File: src/rtl/bus_tenure_arbiter.sv
`default_nettype none
// ------------------------------------------------------------------------
// bus_tenure_arbiter : 4-master round-robin arbiter, tenure limit, dead cycle
// Revision 1.0
// ------------------------------------------------------------------------
module bus_tenure_arbiter #(
  parameter int HOLD_MAX = 8
) (
  input  logic       clk,
  input  logic       reset,
  input  logic       m0_req_,
  input  logic       m1_req_,
  input  logic       m2_req_,
  input  logic       m3_req_,
  output logic       m0_grnt_,
  output logic       m1_grnt_,
  output logic       m2_grnt_,
  output logic       m3_grnt_,
  output logic [1:0] owner,
  output logic       busy,
  output logic       preempt
);

  localparam logic [7:0] HOLD_LAST = 8'(HOLD_MAX - 1);

  typedef enum logic [1:0] {
    S_IDLE     = 2'd0,
    S_GRANT    = 2'd1,
    S_HANDOVER = 2'd2
  } state_t;

  state_t     state_q;
  logic [1:0] owner_q;
  logic [7:0] hold_cnt_q;
  logic [3:0] grnt_q;
  logic       busy_q;
  logic       preempt_q;

  logic [3:0] req;
  logic [1:0] pick_d;
  logic [1:0] probe;
  logic       found;
  logic       any_req;
  logic       others_req;

  assign req        = ~{m3_req_, m2_req_, m1_req_, m0_req_};
  assign any_req    = |req;
  assign others_req = |(req & ~(4'b0001 << owner_q));

  // Search starts just after the current/last owner, so the departing master
  // is considered last and wins only when nobody else is asking.
  always_comb begin
    pick_d = owner_q;
    probe  = owner_q;
    found  = 1'b0;
    for (int k = 1; k <= 4; k++) begin
      probe = owner_q + 2'(k);
      if (!found && req[probe]) begin
        pick_d = probe;
        found  = 1'b1;
      end
    end
  end

  always_ff @(posedge clk) begin
    if (reset) begin
      state_q    <= S_IDLE;
      owner_q    <= 2'd3;
      hold_cnt_q <= 8'd0;
      grnt_q     <= 4'hF;
      busy_q     <= 1'b0;
      preempt_q  <= 1'b0;
    end else begin
      preempt_q <= 1'b0;
      case (state_q)
        S_IDLE, S_HANDOVER: begin
          if (any_req) begin
            state_q    <= S_GRANT;
            owner_q    <= pick_d;
            hold_cnt_q <= 8'd0;
            grnt_q     <= ~(4'b0001 << pick_d);
            busy_q     <= 1'b1;
          end else begin
            state_q <= S_IDLE;
          end
        end
        S_GRANT: begin
          // A voluntary release takes precedence over a coincident preemption.
          if (!req[owner_q]) begin
            state_q <= S_HANDOVER;
            grnt_q  <= 4'hF;
            busy_q  <= 1'b0;
          end else if (hold_cnt_q == HOLD_LAST && others_req) begin
            state_q   <= S_HANDOVER;
            grnt_q    <= 4'hF;
            busy_q    <= 1'b0;
            preempt_q <= 1'b1;
          end else if (hold_cnt_q != HOLD_LAST) begin
            hold_cnt_q <= hold_cnt_q + 8'd1;
          end
        end
        default: begin
          state_q <= S_IDLE;
          grnt_q  <= 4'hF;
          busy_q  <= 1'b0;
        end
      endcase
    end
  end

  assign m0_grnt_ = grnt_q[0];
  assign m1_grnt_ = grnt_q[1];
  assign m2_grnt_ = grnt_q[2];
  assign m3_grnt_ = grnt_q[3];
  assign owner    = owner_q;
  assign busy     = busy_q;
  assign preempt  = preempt_q;

endmodule
`default_nettype wire

File: config.mk
export PLATFORM = sky130hd
export DESIGN_NAME = bus_tenure_arbiter
export DESIGN_NICKNAME = d
export VERILOG_FILES = /design/src/rtl/bus_tenure_arbiter.sv
export SDC_FILE = /design/constraint.sdc
export NUM_CORES = 1
export LEC_CHECK = 0
export CAP_MARGIN = 0
export CORE_AREA = 2 2 43 61
export CTS_CLUSTER_SIZE = 14
export DETAILED_ROUTE_END_ITERATION = 7
export DIE_AREA = 0 0 45 63
export GPL_TIMING_DRIVEN = 0
export PLACE_DENSITY = 0.71
export SLEW_MARGIN = 25
export SYNTH_ARGS = -nofsm -noshare
export SYNTH_HDL_FRONTEND = slang
export SYNTH_SLANG_ARGS = --single-unit
File: constraint.sdc
create_clock -name clk -period 1.9 [get_ports clk]
set_input_delay 0.475 -clock clk [delete_from_list [all_inputs] [get_ports clk]]
set_output_delay 0.475 -clock clk [all_outputs]
set_load 0.01 [all_outputs]
======== Word level (Yosys, flattened, before mapping) ========
Index checks and enable logic that the tools add are counted.
operators by class
  $add $sub $neg .......................... 4
  order comparisons ....................... 4
  reductions and logical operators ........ 16
  shifts and indexed selects .............. 2
  bitwise gates (word level) .............. 6
  mux-type cells .......................... 33
  equal/unequal tests ..................... 9
operator list
  operator                                                count
  two-way mux 8 bit                                       4
  case mux 8 bit (2 select lines)                         1
  < comparator 2 x 3 -> 1 bit (second input constant)     4
  two-way mux 1 bit                                       12
  two-way mux 2 bit                                       6
  two-way mux 4 bit                                       3
  inverter 4 bit                                          3
  adder 8 x 1 -> 8 bit (second input constant)            1
  binary-select mux 1 bit (select 2 bit)                  4
  == test 8 x 3 -> 1 bit (second input constant)          1
  inequality test 2 bit (second input constant)           4
  inequality test 8 x 3 -> 1 bit (second input constant)  1
  case mux 4 bit (2 select lines)                         1
  OR reduction 4 bit                                      2
  << shifter 1 x 2 -> 4 bit (first input constant)        2
  AND reduction 5 bit                                     1
  adder 2 bit (second input constant)                     2
  AND 4 bit                                               1
  logical AND 1 bit                                       4
  case mux 2 bit (2 select lines)                         1
  AND reduction 2 bit                                     2
  logical NOT 1 bit                                       3
  inequality test 3 bit (second input constant)           1
  OR reduction 3 bit                                      1
  8 further kinds                                         9
word-level totals
  bits of input ports ..................... 6
  logic and storage cells ................. 80
  register bits after elaboration ......... 18
  output and inout bits ................... 8

======== Longest topological paths before layout ========
Gate-level depths: netlist (run 1).
  depth after elaboration ................. 17
  depth in mapped cells ................... 8
  gate-level depth less buffers ........... 7

======== Worst setup path before layout (run 1) ========
Ideal clock, no wire load.
  path kind ............................... reg-to-reg
  from .................................... reg owner_q[0], in the netlist owner[0]
  to ...................................... reg owner_q[1], in the netlist owner[1]
  required time ........................... 1.778 ns
  clock period less this slack ............ 2.020 ns
  path buffers ............................ 1
  stages on the path, launching flop included .. 8
  library setup time ...................... 0.122 ns
  data arrival time ....................... 1.897 ns
  path slack .............................. -0.120 ns
  cell sequence ........................... dfxtp_1 buf_6 inv_1 ha_1 mux4_1 nand3_1 a31oi_1 a311o_1
on the way
  cells in the longest elaborated chain, start to end .. 13
  elaborated cells between the ends (all ways) .. 24
  classes of those cells .................. add/sub: 3; mux: 15; reduce/logical: 6
RTL lines
  element                                  line  source
  from (decl)                              33    logic [1:0] owner_q;
  from (signal assigned)                   79    owner_q <= pick_d;
  adder 2 x 1 -> 2 bit                     57    probe = owner_q + 2'(k);
  binary-select mux 1 bit (select 2 bit)   58    if (!found && req[probe]) begin
  two-way mux 1 bit (implied by the code)  58
  two-way mux 1 bit                        58
  logical NOT 1 bit                        58
  logical AND 1 bit                        58
  two-way mux 1 bit                        58
  logical NOT 1 bit                        58
  logical AND 1 bit                        58
  two-way mux 1 bit                        58
  logical NOT 1 bit                        58
  logical AND 1 bit                        58
  two-way mux 2 bit *                      58
Every way passes the cells marked *; elsewhere a longest branch is shown, timed or not. The select of a mux whose other input is x is not followed.
A chain may end at the register's enable or synchronous reset.

======== Final worst setup path (run 1) ========
  from .................................... in m1_req_
  to ...................................... reg hold_cnt_q[1]
on the way
  cells in the longest elaborated chain, start to end .. 6
  elaborated cells between the ends (all ways) .. 11
  classes of those cells .................. eq/ne: 3; mux: 2; bitwise: 2; reduce/logical: 4
RTL lines
  element                                 line  source
  from (decl)                             12    input logic m1_req_,
  inverter 4 bit *                        46    assign req = ~{m3_req_, m2_req_, m1_req_, m0_req_};
  AND 4 bit                               48    assign others_req = |(req & ~(4'b0001 << owner_q));
  OR reduction 4 bit                      48
  logical AND 1 bit                       93    end else if (hold_cnt_q == HOLD_LAST && others_req) begin
  inequality test 2 bit (no source line)  n/a
  AND reduction 5 bit (no source line) *  n/a
  to (signal assigned)                    99    hold_cnt_q <= hold_cnt_q + 8'd1;
  to (decl)                               34    logic [7:0] hold_cnt_q;
Marked as above.

==> impl_metrics.tcl, run 1 <==
set metrics [dict create \
    status "finished with violations" \
    violations "setup timing" \
    fmaxAchievable_ghz 0.522 \
    required_ps 2140 \
    r2r_startpoint "owner[1]$_SDFFE_PP1P_" \
    synthesis.nets 122 \
    yosysTopAreaCellShare_pct 34.4 \
    h_tree_levels 1 \
    period_share_pct 101 \
    die_width_um 45 \
    clkLatencyLatePin_ps 300 \
    seq_area_frac_synth_pct 34.4 \
    hold_class "register to register" \
    placement_rows 21 \
    nNetsFinal 149 \
    worst-setup-path-type "input pin to register" \
    layout-area-overhead-vs-synth_pct 36.8 \
    dp_cells 146 \
    hold_worst_path_end "busy$_SDFFE_PP0P_" \
    first_pass_grt_wire_length_mm 4.09 \
    ys_seq_elements 18 \
    hold_path.startpoint "busy$_SDFFE_PP0P_" \
    place_congestion 0.805 \
    hold-worst-slack_ps 489 \
    cts_tree "yes" \
    ctsRootBufferMaster "clkbuf_4" \
    worstHoldPathCells 2 \
    start_util_pct 45.3 \
    r2r.worst_path.cells 4 \
    critPathCaptureType "register" \
    cellPowerDensity_mw_per_mm2 1170 \
    global_route.overflow_total 0 \
    yosysTopAreaCell "dfxtp_1" \
    reg2reg_slack_ps 30 \
    yosysMostFrequentCell "dfxtp_1" \
    async_s_r_ff_share_synth_pct 0 \
    core-area_mm2 0.00231 \
    max_slew.worst_pin.slew_ps 391 \
    hold_fix_buffers_cts 0 \
    start_kind "input pin" \
    die_area_mm2 0.00284 \
    dr_drc_count 0 \
    grt_usage_pct 19.2 \
    maxCapViolCount 0 \
    numPortBuffers 12 \
    grt_antenna_before_repair 0 \
    wirelength_mm 2.53 \
    synth_top_cells_by_area "dfxtp_1, mux4_1, ha_1" \
    final.min_clock_period_ps 1920 \
    slew_violations 0 \
    clock-skew-final_ps 5.22 \
    synth.cell_area_mm2 0.00105 \
    ys_types 37 \
    dominantRegCellSynth "dfxtp_1" \
    die_h_um 63 \
    largest_net_degree_at_the_start_of_global_routing 11 \
    setup_ws_ps -17.0 \
    vias_per_cell 5.89 \
    maximum_fanout_along_the_worst_path 9 \
    final_layout_size_suffix_gt1_share_pct 29.2 \
    cts_made_buffers 3 \
    place.detailed.hpwl_mm 1.58 \
    io_pins 14 \
    numClockSinks 18 \
    max-clock-path-buffers 2 \
    leakage_uw 0.000551 \
    worstReg2RegEnd "hold_cnt_q[1]$_SDFFE_PP0P_" \
    final_antenna_net_count 0 \
    clkSlewWorstSetupHoldPaths_ps 110 \
    synth_edf_count 0 \
    worst_ep_arrival_time_ps 2150 \
    synth.avg_cell_area_um2 9.45 \
    fillerInstances 200 \
    report.final.hold_viol_count 0 \
    route.detailed.wl_per_inst_um 15.8 \
    iteration_0_drc_markers 8 \
    layoutNonFillerInstCount 160 \
    finalSetupViolCount 1 \
    routed-via-count 942 \
    peakVddDrop_mv 0.728 \
    yosysWarningCount 0 \
    drt_pass1_iterations 4 \
    post_synth_inst_count 111 \
    post_synth_most_frequent_cells "dfxtp_1, nor2_1, a21oi_1" \
    antenna-diode-count 0 \
    slew_headroom_pct 73.8 \
    grt_pass1_vias 928 \
]
[kinds of logic (layout without fill, tap and decap cells)]
logic type | count (synthesis) | count (layout) | share of synthesized area, %
simple gates | 41 | 41 | 20.5
compound gates | 24 | 24 | 15.6
flops | 18 | 18 | 34.4
buf+inv | 9 | 35 | 5.13
xor+xnor | 8 | 8 | 6.68
mux | 6 | 6 | 11.7
fa+ha+maj | 5 | 5 | 5.97
[per-layer routing]
metal	GRT usage (%)	wire length (µm)	share of wire [%]
met2	34.1	1400	55
met3	3.47	62	2.5
met1	21.3	1000	40
met4	7.72	62	2.5
met5	0	0	0
[layout make-up]
| type | instances | area (µm²) | area share [%] |
|---|---|---|---|
| plain buffers | 3 | 38.8 | 2.71 |
| well taps | 23 | 28.8 | 2.01 |
| repair buffers | 22 | 186 | 13.0 |
| clock buffers | 4 | 36.3 | 2.53 |
| flip-flops and latches | 18 | 368 | 25.7 |
| multi-input cells | 84 | 749 | 52.3 |
| inverters | 6 | 26.3 | 1.83 |
[flip-flops by register name, indices dropped and copies added, names as in the netlist]
register / flops
hold_cnt_q: 8
grnt_q: 4
owner: 2
state_q: 2
busy: 1
preempt: 1
[repair_timing]
action / in CTS / in global routing
buffers inserted: 8 / 2
resized for setup: 25 / 14
pin swaps: 3 / 3
cloned: 0 / 0
endpoints found under the setup margin: 18 / 9
[per-stage QoR]
stage	setup TNS [ps]	instance area [µm²]	setup slack (ps)	utilization, %	power (µW)
6_report	-17.0	1430	-17.0	62.0	1680
5_1_grt	-81.6	1430	-32.0	62.0	1770
4_1_cts	0	1380	7.77	59.5	1550
3_5_place_dp	-8110	1200	-644	52.0	1110
3_3_place_gp	-7570	1200	-604	52.0	1100
2_1_floorplan	-65.7	1050	-44.7	-	916
[cell usage in the layout, fill, tap and decap left out, types with 2 or more instances in the layout]
cell type,instances
a21oi_1,8
a2bb2oi_1,2
and3_1,3
buf_2,2
buf_4,10
buf_8,2
clkbuf_4,3
clkdlybuf4s50_1,9
dfxtp_1,16
dfxtp_4,2
ha_1,4
inv_1,5
mux4_1,2
mux4_2,2
nand2_1,4
nand2b_1,2
nand2b_4,2
nand3_1,4
nand4_1,4
nor2_1,9
nor3_1,3
o22a_1,2
xnor2_1,4
xor2_1,3
[where the power goes]
group | total (µW) | leakage [µW] | internal [µW] | switching, µW
Clock | 238 | 0.0000210 | 117 | 121
Combinational | 956 | 0.000383 | 530 | 426
Sequential | 486 | 0.000147 | 445 | 40.9
Total | 1680 | 0.000551 | 1090 | 588
[how the worst max path moves through the flow]
stage,cells after the start,from,endpoint,slack (ps)
after global placement,6,m2_req_,grnt_q[2]$_SDFFE_PP1P_,-600
after global routing,5,m1_req_,hold_cnt_q[1]$_SDFFE_PP0P_,-30
final,5,m1_req_,hold_cnt_q[1]$_SDFFE_PP0P_,-20
after detailed placement,6,m0_req_,grnt_q[2]$_SDFFE_PP1P_,-640
after floorplan,5,m3_req_,hold_cnt_q[1]$_SDFFE_PP0P_,-40
after CTS,6,hold_cnt_q[0]$_SDFFE_PP0P_,grnt_q[3]$_SDFFE_PP1P_,8
[worst max-delay path: stages]
cell             delay, ps
clkdlybuf4s15_2        250
mux4_2                 520
a211o_1                310
or4_4                  440
a21oi_2                150
Note: power is estimated with default switching activity, not from simulation.
==> run 2: changes to the inputs <==
--- a/config.mk
+++ b/config.mk
@@ -7,6 +7,7 @@
 export LEC_CHECK = 0
 export CAP_MARGIN = 0
 export CORE_AREA = 2 2 43 61
+export CTS_CLUSTER_DIAMETER = 150
 export CTS_CLUSTER_SIZE = 14
 export DETAILED_ROUTE_END_ITERATION = 7
 export DIE_AREA = 0 0 45 63
==> results of run 2 <==
The final DEF is identical to that of run 1; final timing and power are the same.
